==> src/rtl/if_prefetch_queue.sv <==
// ---------------------------------------------------------------------------
// if_prefetch_queue
//
// Instruction-fetch front end. Owns the fetch PC, issues word requests to a
// variable-latency, in-order instruction memory and buffers the returned
// words together with their PC+4 in a small FIFO that feeds the IF/ID
// register. A taken-branch redirect flushes the FIFO, reloads the PC and
// marks every request still in flight as "to be discarded".
//
// Handshakes:
//   imem request : a request transfers on a rising edge where both
//                  imem_req_valid and imem_req_ready are 1. Once valid is
//                  raised, imem_req_addr stays unchanged until that transfer,
//                  unless a redirect retargets the fetch (valid drops then).
//   imem response: one imem_resp_valid pulse per accepted request, in order.
//   IF/ID        : the head entry is consumed on a rising edge where id_valid
//                  is 1 and stall is 0.
//
// Parameters:
//   DEPTH           FIFO entries {instr, pc_plus4}; power of two, >= 2
//   MAX_OUTSTANDING accepted requests that may await a response
//   RESET_PC        fetch PC after reset
//
// Ports:
//   clk, reset           clock (rising edge), synchronous active-low reset
//   redirect/redirect_pc taken branch from ID and its target (bits[1:0] forced 0)
//   stall                hazard-unit stall, holds the FIFO head
//   imem_req_*           request channel toward instruction memory
//   imem_resp_*          response channel from instruction memory
//   id_valid/id_instr/id_pc_plus4  FIFO head toward IF/ID
//   perf_fetch_cnt/perf_flush_cnt  only when IFQ_PERF_CNT_EN is defined:
//                        responses pushed and redirects taken (wrapping)
//   dbg_state            FSM state (0 = RUN, 1 = DRAIN)
//
// Optional build macro: IFQ_PERF_CNT_EN adds the two performance counters.
// ---------------------------------------------------------------------------
module if_prefetch_queue #(
    parameter int          DEPTH           = 4,
    parameter int          MAX_OUTSTANDING = 2,
    parameter logic [31:0] RESET_PC        = 32'h0
) (
    input  logic        clk,
    input  logic        reset,
    input  logic        redirect,
    input  logic [31:0] redirect_pc,
    input  logic        stall,
    output logic        imem_req_valid,
    input  logic        imem_req_ready,
    output logic [31:0] imem_req_addr,
    input  logic        imem_resp_valid,
    input  logic [31:0] imem_resp_data,
    output logic        id_valid,
    output logic [31:0] id_instr,
    output logic [31:0] id_pc_plus4,
`ifdef IFQ_PERF_CNT_EN
    output logic [31:0] perf_fetch_cnt,
    output logic [15:0] perf_flush_cnt,
`endif
    output logic        dbg_state
);

    localparam int PW = $clog2(DEPTH);
    localparam int CW = PW + 1;
    localparam int OW = $clog2(MAX_OUTSTANDING + 1);
    localparam int AW = (MAX_OUTSTANDING > 1) ? $clog2(MAX_OUTSTANDING) : 1;
    localparam logic [OW-1:0] MAX_O   = OW'(MAX_OUTSTANDING);
    localparam logic [AW-1:0] A_LAST  = AW'(MAX_OUTSTANDING - 1);
    localparam logic [31:0]   DEPTH_W = 32'(DEPTH);

    typedef enum logic {
        ST_RUN   = 1'b0,
        ST_DRAIN = 1'b1
    } state_t;

    state_t        state_q, state_d;
    logic [31:0]   fetch_pc_q, fetch_pc_d;
    logic [31:0]   fifo_instr_q [DEPTH];
    logic [31:0]   fifo_instr_d [DEPTH];
    logic [31:0]   fifo_pc4_q   [DEPTH];
    logic [31:0]   fifo_pc4_d   [DEPTH];
    logic [PW-1:0] rd_ptr_q, rd_ptr_d;
    logic [PW-1:0] wr_ptr_q, wr_ptr_d;
    logic [CW-1:0] count_q, count_d;
    logic [OW-1:0] outstanding_q, outstanding_d;
    logic [OW-1:0] discard_q, discard_d;
    // Addresses of accepted requests, popped in order as responses return.
    logic [31:0]   ifl_addr_q [MAX_OUTSTANDING];
    logic [31:0]   ifl_addr_d [MAX_OUTSTANDING];
    logic [AW-1:0] ifl_wr_q, ifl_wr_d;
    logic [AW-1:0] ifl_rd_q, ifl_rd_d;

    logic [31:0]   occupancy;
    logic          accept;
    logic          resp_take;
    logic          push;
    logic          pop;

    // Outputs depend on registered state; redirect only masks the valids.
    always_comb begin
        // Credit rule: every accepted request already owns a FIFO slot, so a
        // push can never find the FIFO full.
        occupancy      = 32'(count_q) + 32'(outstanding_q);
        imem_req_valid = !redirect && (outstanding_q < MAX_O) && (occupancy < DEPTH_W);
        imem_req_addr  = fetch_pc_q;
        id_valid       = (count_q != '0) && !redirect;
        id_instr       = (count_q != '0) ? fifo_instr_q[rd_ptr_q] : 32'h0;
        id_pc_plus4    = (count_q != '0) ? fifo_pc4_q[rd_ptr_q]   : 32'h0;
        dbg_state      = state_q;
    end

    always_comb begin
        state_d       = state_q;
        fetch_pc_d    = fetch_pc_q;
        fifo_instr_d  = fifo_instr_q;
        fifo_pc4_d    = fifo_pc4_q;
        rd_ptr_d      = rd_ptr_q;
        wr_ptr_d      = wr_ptr_q;
        count_d       = count_q;
        outstanding_d = outstanding_q;
        discard_d     = discard_q;
        ifl_addr_d    = ifl_addr_q;
        ifl_wr_d      = ifl_wr_q;
        ifl_rd_d      = ifl_rd_q;

        accept    = imem_req_valid && imem_req_ready;
        // A response with nothing outstanding is stale (e.g. issued before a
        // reset) and is ignored entirely.
        resp_take = imem_resp_valid && (outstanding_q != '0);
        push      = resp_take && (discard_q == '0) && !redirect;
        pop       = id_valid && !stall;

        if (accept) begin
            ifl_addr_d[ifl_wr_q] = fetch_pc_q;
            ifl_wr_d             = (ifl_wr_q == A_LAST) ? '0 : ifl_wr_q + 1'b1;
            fetch_pc_d           = fetch_pc_q + 32'd4;
        end

        if (resp_take) begin
            ifl_rd_d = (ifl_rd_q == A_LAST) ? '0 : ifl_rd_q + 1'b1;
            if (discard_q != '0) begin
                discard_d = discard_q - 1'b1;
            end
        end

        case ({accept, resp_take})
            2'b10:   outstanding_d = outstanding_q + 1'b1;
            2'b01:   outstanding_d = outstanding_q - 1'b1;
            default: outstanding_d = outstanding_q;
        endcase

        if (push) begin
            fifo_instr_d[wr_ptr_q] = imem_resp_data;
            fifo_pc4_d[wr_ptr_q]   = ifl_addr_q[ifl_rd_q] + 32'd4;
            wr_ptr_d               = wr_ptr_q + 1'b1;
        end

        if (pop) begin
            rd_ptr_d = rd_ptr_q + 1'b1;
        end

        case ({push, pop})
            2'b10:   count_d = count_q + 1'b1;
            2'b01:   count_d = count_q - 1'b1;
            default: count_d = count_q;
        endcase

        // Redirect wins over everything. No request is accepted this cycle
        // (valid is masked), so outstanding_d already reflects any response
        // arriving now; every request still in flight afterwards is stale.
        if (redirect) begin
            rd_ptr_d   = '0;
            wr_ptr_d   = '0;
            count_d    = '0;
            fetch_pc_d = redirect_pc & ~32'h3;
            discard_d  = outstanding_d;
        end

        case (state_q)
            ST_RUN:   if (discard_d != '0) state_d = ST_DRAIN;
            ST_DRAIN: if (discard_d == '0) state_d = ST_RUN;
            default:  state_d = ST_RUN;
        endcase
    end

    always_ff @(posedge clk) begin
        if (!reset) begin
            state_q       <= ST_RUN;
            fetch_pc_q    <= RESET_PC;
            rd_ptr_q      <= '0;
            wr_ptr_q      <= '0;
            count_q       <= '0;
            outstanding_q <= '0;
            discard_q     <= '0;
            ifl_wr_q      <= '0;
            ifl_rd_q      <= '0;
            for (int i = 0; i < DEPTH; i++) begin
                fifo_instr_q[i] <= '0;
                fifo_pc4_q[i]   <= '0;
            end
            for (int i = 0; i < MAX_OUTSTANDING; i++) begin
                ifl_addr_q[i] <= '0;
            end
        end else begin
            state_q       <= state_d;
            fetch_pc_q    <= fetch_pc_d;
            rd_ptr_q      <= rd_ptr_d;
            wr_ptr_q      <= wr_ptr_d;
            count_q       <= count_d;
            outstanding_q <= outstanding_d;
            discard_q     <= discard_d;
            ifl_wr_q      <= ifl_wr_d;
            ifl_rd_q      <= ifl_rd_d;
            fifo_instr_q  <= fifo_instr_d;
            fifo_pc4_q    <= fifo_pc4_d;
            ifl_addr_q    <= ifl_addr_d;
        end
    end

`ifdef IFQ_PERF_CNT_EN
    logic [31:0] perf_fetch_q, perf_fetch_d;
    logic [15:0] perf_flush_q, perf_flush_d;

    always_comb begin
        perf_fetch_d = perf_fetch_q + 32'(push);
        perf_flush_d = perf_flush_q + 16'(redirect);
    end

    always_ff @(posedge clk) begin
        if (!reset) begin
            perf_fetch_q <= '0;
            perf_flush_q <= '0;
        end else begin
            perf_fetch_q <= perf_fetch_d;
            perf_flush_q <= perf_flush_d;
        end
    end

    assign perf_fetch_cnt = perf_fetch_q;
    assign perf_flush_cnt = perf_flush_q;
`endif

endmodule
==> config.mk <==
export PLATFORM = sky130hd
export DESIGN_NAME = if_prefetch_queue
export DESIGN_NICKNAME = d
export VERILOG_FILES = /design/src/rtl/if_prefetch_queue.sv
export SDC_FILE = /design/constraint.sdc
export NUM_CORES = 1
export LEC_CHECK = 0
export CELL_PAD_IN_SITES_DETAIL_PLACEMENT = 1
export CELL_PAD_IN_SITES_GLOBAL_PLACEMENT = 1
export CORE_ASPECT_RATIO = 1.4
export CORE_MARGIN = 1.5
export CORE_UTILIZATION = 47
export CTS_CLUSTER_DIAMETER = 60
export CTS_CLUSTER_SIZE = 10
export DETAILED_ROUTE_END_ITERATION = 12
export PLACE_DENSITY = 0.93
export RECOVER_POWER = 25
export SLEW_MARGIN = 10
export SYNTH_ARGS = -nofsm -noshare
export SYNTH_HDL_FRONTEND = slang
export SYNTH_SLANG_ARGS = --single-unit
==> constraint.sdc <==
create_clock -name clk -period 8.1 [get_ports clk]
set_input_delay 0.81 -clock clk [delete_from_list [all_inputs] [get_ports clk]]
set_output_delay 0.81 -clock clk [all_outputs]
set_load 0.02 [all_outputs]
==> flow_metrics.py <==
metrics = {
    "pwr": {
        "p_int_w": 0.00289,
        "power_frac_seq_pct": 46.4,
        "vdd_ir_drop_max_v": 0.000161,
        "switching_share_pct": 27.2,
        "switchingPower_w": 0.00108,
        "power_w": 0.00397,
        "p_per_area_nw_per_um2": 201,
        "comb_power_share_pct": 12.5,
        "leakage_nw": 6.31,
        "pwr-share-clk_pct": 41.2,
    },
    "grt": {
        "grt_pass1_vias": 17019,
        "grt_overflow": 0,
        "grt_max_degree": 110,
        "grt_util_all_layers_pct": 29.4,
        "antenna_found_initial": 0,
        "grt_pass1_wl_um": 88500,
    },
    "cells_and_area": {
        "area_growth_syn_to_layout_pct": 15.8,
        "diodes": 0,
        "finalNetCount": 2174,
        "final_layout_size_suffix_gt1_share_pct": 8.82,
        "postLayoutCoreUtil_pct": 55.2,
        "final_cell_mix": "nand2_1, dfxtp_1, a21oi_1, nand3_1, clkdlybuf4s50_1",
        "mostFrequentLayoutCell": "nand2_1",
    },
    "setup_path": {
        "crit_end": "fifo_pc4_q[50]",
        "cp.depth": 8,
        "path_class": "in2reg",
        "end_kind": "flip-flop",
        "cp.buffers_inverters": 4,
        "r2r_start": "ifl_rd_q",
        "crit_top_cell": "clkbuf_1",
        "ff2ff_path_depth": 6,
        "cp_max_fo": 48,
        "critPathLaunchType": "input port",
        "worst-endpoint-required_ps": 8530,
        "arrival_ps": 6500,
        "cp_cell_sequence": "dlygate4sd3_1 -> clkbuf_1 -> nor3_1 -> clkbuf_1 -> and3_2 -> clkbuf_1 -> nand2_1 -> o21ai_0",
        "cp_slowest_cell": "clkbuf_1",
        "cpPeakStageDelay_ps": 2200,
        "r2r-end": "fifo_pc4_q[50]",
        "cp-startpoint": "redirect",
        "cp_top_family": "buffers and inverters",
        "r2r_slack_ps": 2560,
    },
    "detailed_routing": {
        "post_drt_wl_per_cell_um": 21.6,
        "vias_per_cell": 6.22,
        "final_antenna_net_count": 0,
        "vias": 15933,
        "dr.pass1.iters": 5,
        "drc": 0,
        "drt_iter0_drc": 1182,
        "wirelength_um": 55400,
    },
    "placement": {
        "portBuffers": 162,
        "hpwl_um": 33700,
        "gp_congestion": 0.830,
    },
    "timing": {
        "fin_crit_ps": 6070,
        "final-setup-viol-count": 0,
        "skew_ps": 16.4,
        "fmax_mhz": 165,
        "finalHoldViolCount": 0,
        "period_share_pct": 74.9,
        "slew_headroom_pct": -109,
        "report.final.slew_viol_count": 260,
        "tightestPinTransition_ps": 3140,
        "setup-tns-final_ps": 0,
        "rsz0062_at_grt": "no",
    },
    "job": {
        "cap_violations": 5,
    },
    "synthesis": {
        "synth_cell_types": 78,
        "syn_avg_cell_area_um2": 8.37,
        "ys.warnings.count": 0,
        "synth-seq-area-share_pct": 41.3,
        "synth_seq_cells": 352,
        "synth_cells": 2040,
        "synthArstFlopShare_pct": 0,
        "synth_edf_count": 0,
        "ys.flop_type": "dfxtp_1",
        "synthesis.area_um2": 17100,
    },
    "hold_path": {
        "worstHoldPathType": "reg2reg",
    },
    "clocking": {
        "post-cts-setup-buffers": 0,
        "h-tree-depth": 2,
        "cts_tree": "built",
        "numCtsBuffers": 41,
        "clk_root_buffer_cell": "clkbuf_16",
        "cts_resized": 0,
        "cts_sinks": 352,
        "cts_buffer_depth": 3,
        "clock_latency_ps": 540,
        "cts.clk_slew.worst_paths_ps": 60,
        "holdBufCountCts": 0,
    },
    "floorplanning": {
        "num_io_pins": 169,
        "initial_utilization_pct": 47.7,
        "core_area_um2": 35800,
        "die_w_um": 164,
        "die_h_um": 228,
        "die-area_um2": 37500,
        "placementRows": 82,
    },
    "run_status": {
        "violations": "max-capacitance violations, max-slew violations",
        "outcome": "complete, but fails checks",
    },
}
## area by class of cell
| class | count | area, µm² |
|---|---|---|
| fill | 4212 | 16000 |
| multi-input combinational | 1501 | 9220 |
| sequential | 352 | 7050 |
| timing repair buffer | 184 | 1760 |
| clock buffer | 44 | 1080 |
| tap | 462 | 578 |
| inverter | 14 | 57.6 |
| clock inverter | 3 | 21.3 |
## registers in the layout, indices dropped and copies added, names as in the netlist, 2 cells and up
name and flops:
fifo_instr_q 128, outstanding_q 2, fifo_pc4_q 120, discard_q 2, wr_ptr_q 2, ifl_addr_q 60
rd_ptr_q 2, imem_req_addr 30, count_q 3
## worst register-to-register path, delay by kind of cell (launching register included)
kind            cells  cell delay (ps)
compound gates      2              830
flops               1              490
simple gates        2             1370
buf+inv             1             2040
xor+xnor            1              670
## synth_stat cells, drive strengths merged, types with 7 or more instances
| master | number | area share [%] |
|---|---|---|
| mux4 | 62 | 8.2 |
| o21ai | 68 | 2.0 |
| nand2 | 456 | 10 |
| dfxtp | 352 | 41 |
| and2 | 12 | 0.45 |
| o31a | 8 | 0.44 |
| o31ai | 12 | 0.53 |
| and3 | 25 | 0.92 |
| nor3 | 15 | 0.44 |
| nand3 | 148 | 4.4 |
| a31oi | 12 | 0.44 |
| xor2 | 10 | 0.51 |
| mux2i | 19 | 1.1 |
| a21oi | 256 | 7.5 |
| nor2 | 91 | 2.0 |
| xnor2 | 18 | 0.92 |
| nand4 | 32 | 1.4 |
| nor2b | 64 | 2.3 |
| clkbuf | 101 | 2.3 |
| nor4 | 15 | 0.73 |
| o21a | 9 | 0.40 |
| or2 | 11 | 0.40 |
| ha | 9 | 0.66 |
| mux2 | 15 | 0.99 |
| a211o | 8 | 0.41 |
| a211oi | 7 | 0.34 |
| o311ai | 40 | 2.1 |
| inv | 13 | 0.29 |
| buf | 72 | 2.4 |
| a22oi | 8 | 0.52 |
| or3 | 13 | 0.51 |
## worst min-delay path by stage
stage	cells past startpoint	end	start
5_1_grt	2	fifo_instr_q[124]	fifo_instr_q[124]
3_5_place_dp	2	fifo_instr_q[124]	fifo_instr_q[124]
2_1_floorplan	2	ifl_addr_q[31]	ifl_addr_q[31]
4_1_cts	2	fifo_instr_q[22]	fifo_instr_q[22]
6_report	2	fifo_instr_q[22]	fifo_instr_q[22]
3_3_place_gp	2	fifo_instr_q[77]	fifo_instr_q[77]
## cells by family (layout without fill, tap and decap cells)
family / count (synthesis) / count (layout) / share of synthesized area, %
compound gates: 459 / 459 / 16.3
other cells: 1 / 4 / 0.0220
fa+ha+maj: 10 / 10 / 0.777
xor+xnor: 28 / 28 / 1.44
buf+inv: 190 / 245 / 5.15
simple gates: 904 / 904 / 24.8
flops: 352 / 352 / 41.3
mux: 96 / 96 / 10.3
## per-stage QoR
stage / hold slack [ps] / std cells / setup WS [ps] / instance area (µm²)
after floorplan: 433 / 2043 / 4880 / 17100
after global placement: 438 / 2513 / 3860 / 18700
after detailed placement: 447 / 2513 / 3790 / 18700
after CTS: 454 / 2560 / 3740 / 19800
after global routing: 467 / 2560 / 1820 / 19800
final: 453 / 2560 / 2030 / 19800
## power groups by stage
stage,clock [W],sequential (W),combinational (W)
after floorplan,0,0.00187,0.000323
after global placement,0,0.00187,0.000471
after detailed placement,0,0.00188,0.000488
after CTS,0.00165,0.00184,0.000494
after global routing,0.00171,0.00185,0.000532
final,0.00164,0.00184,0.000496
## layer usage
metal,vias to the layer above,global-route usage (%),routed length (µm)
li1,7308,-,-
met1,7981,34.1,22200
met2,494,52.3,28500
met3,150,3.52,2350
met4,0,14.9,2390
met5,-,0,0
Note: power is estimated with default switching activity, not from simulation.
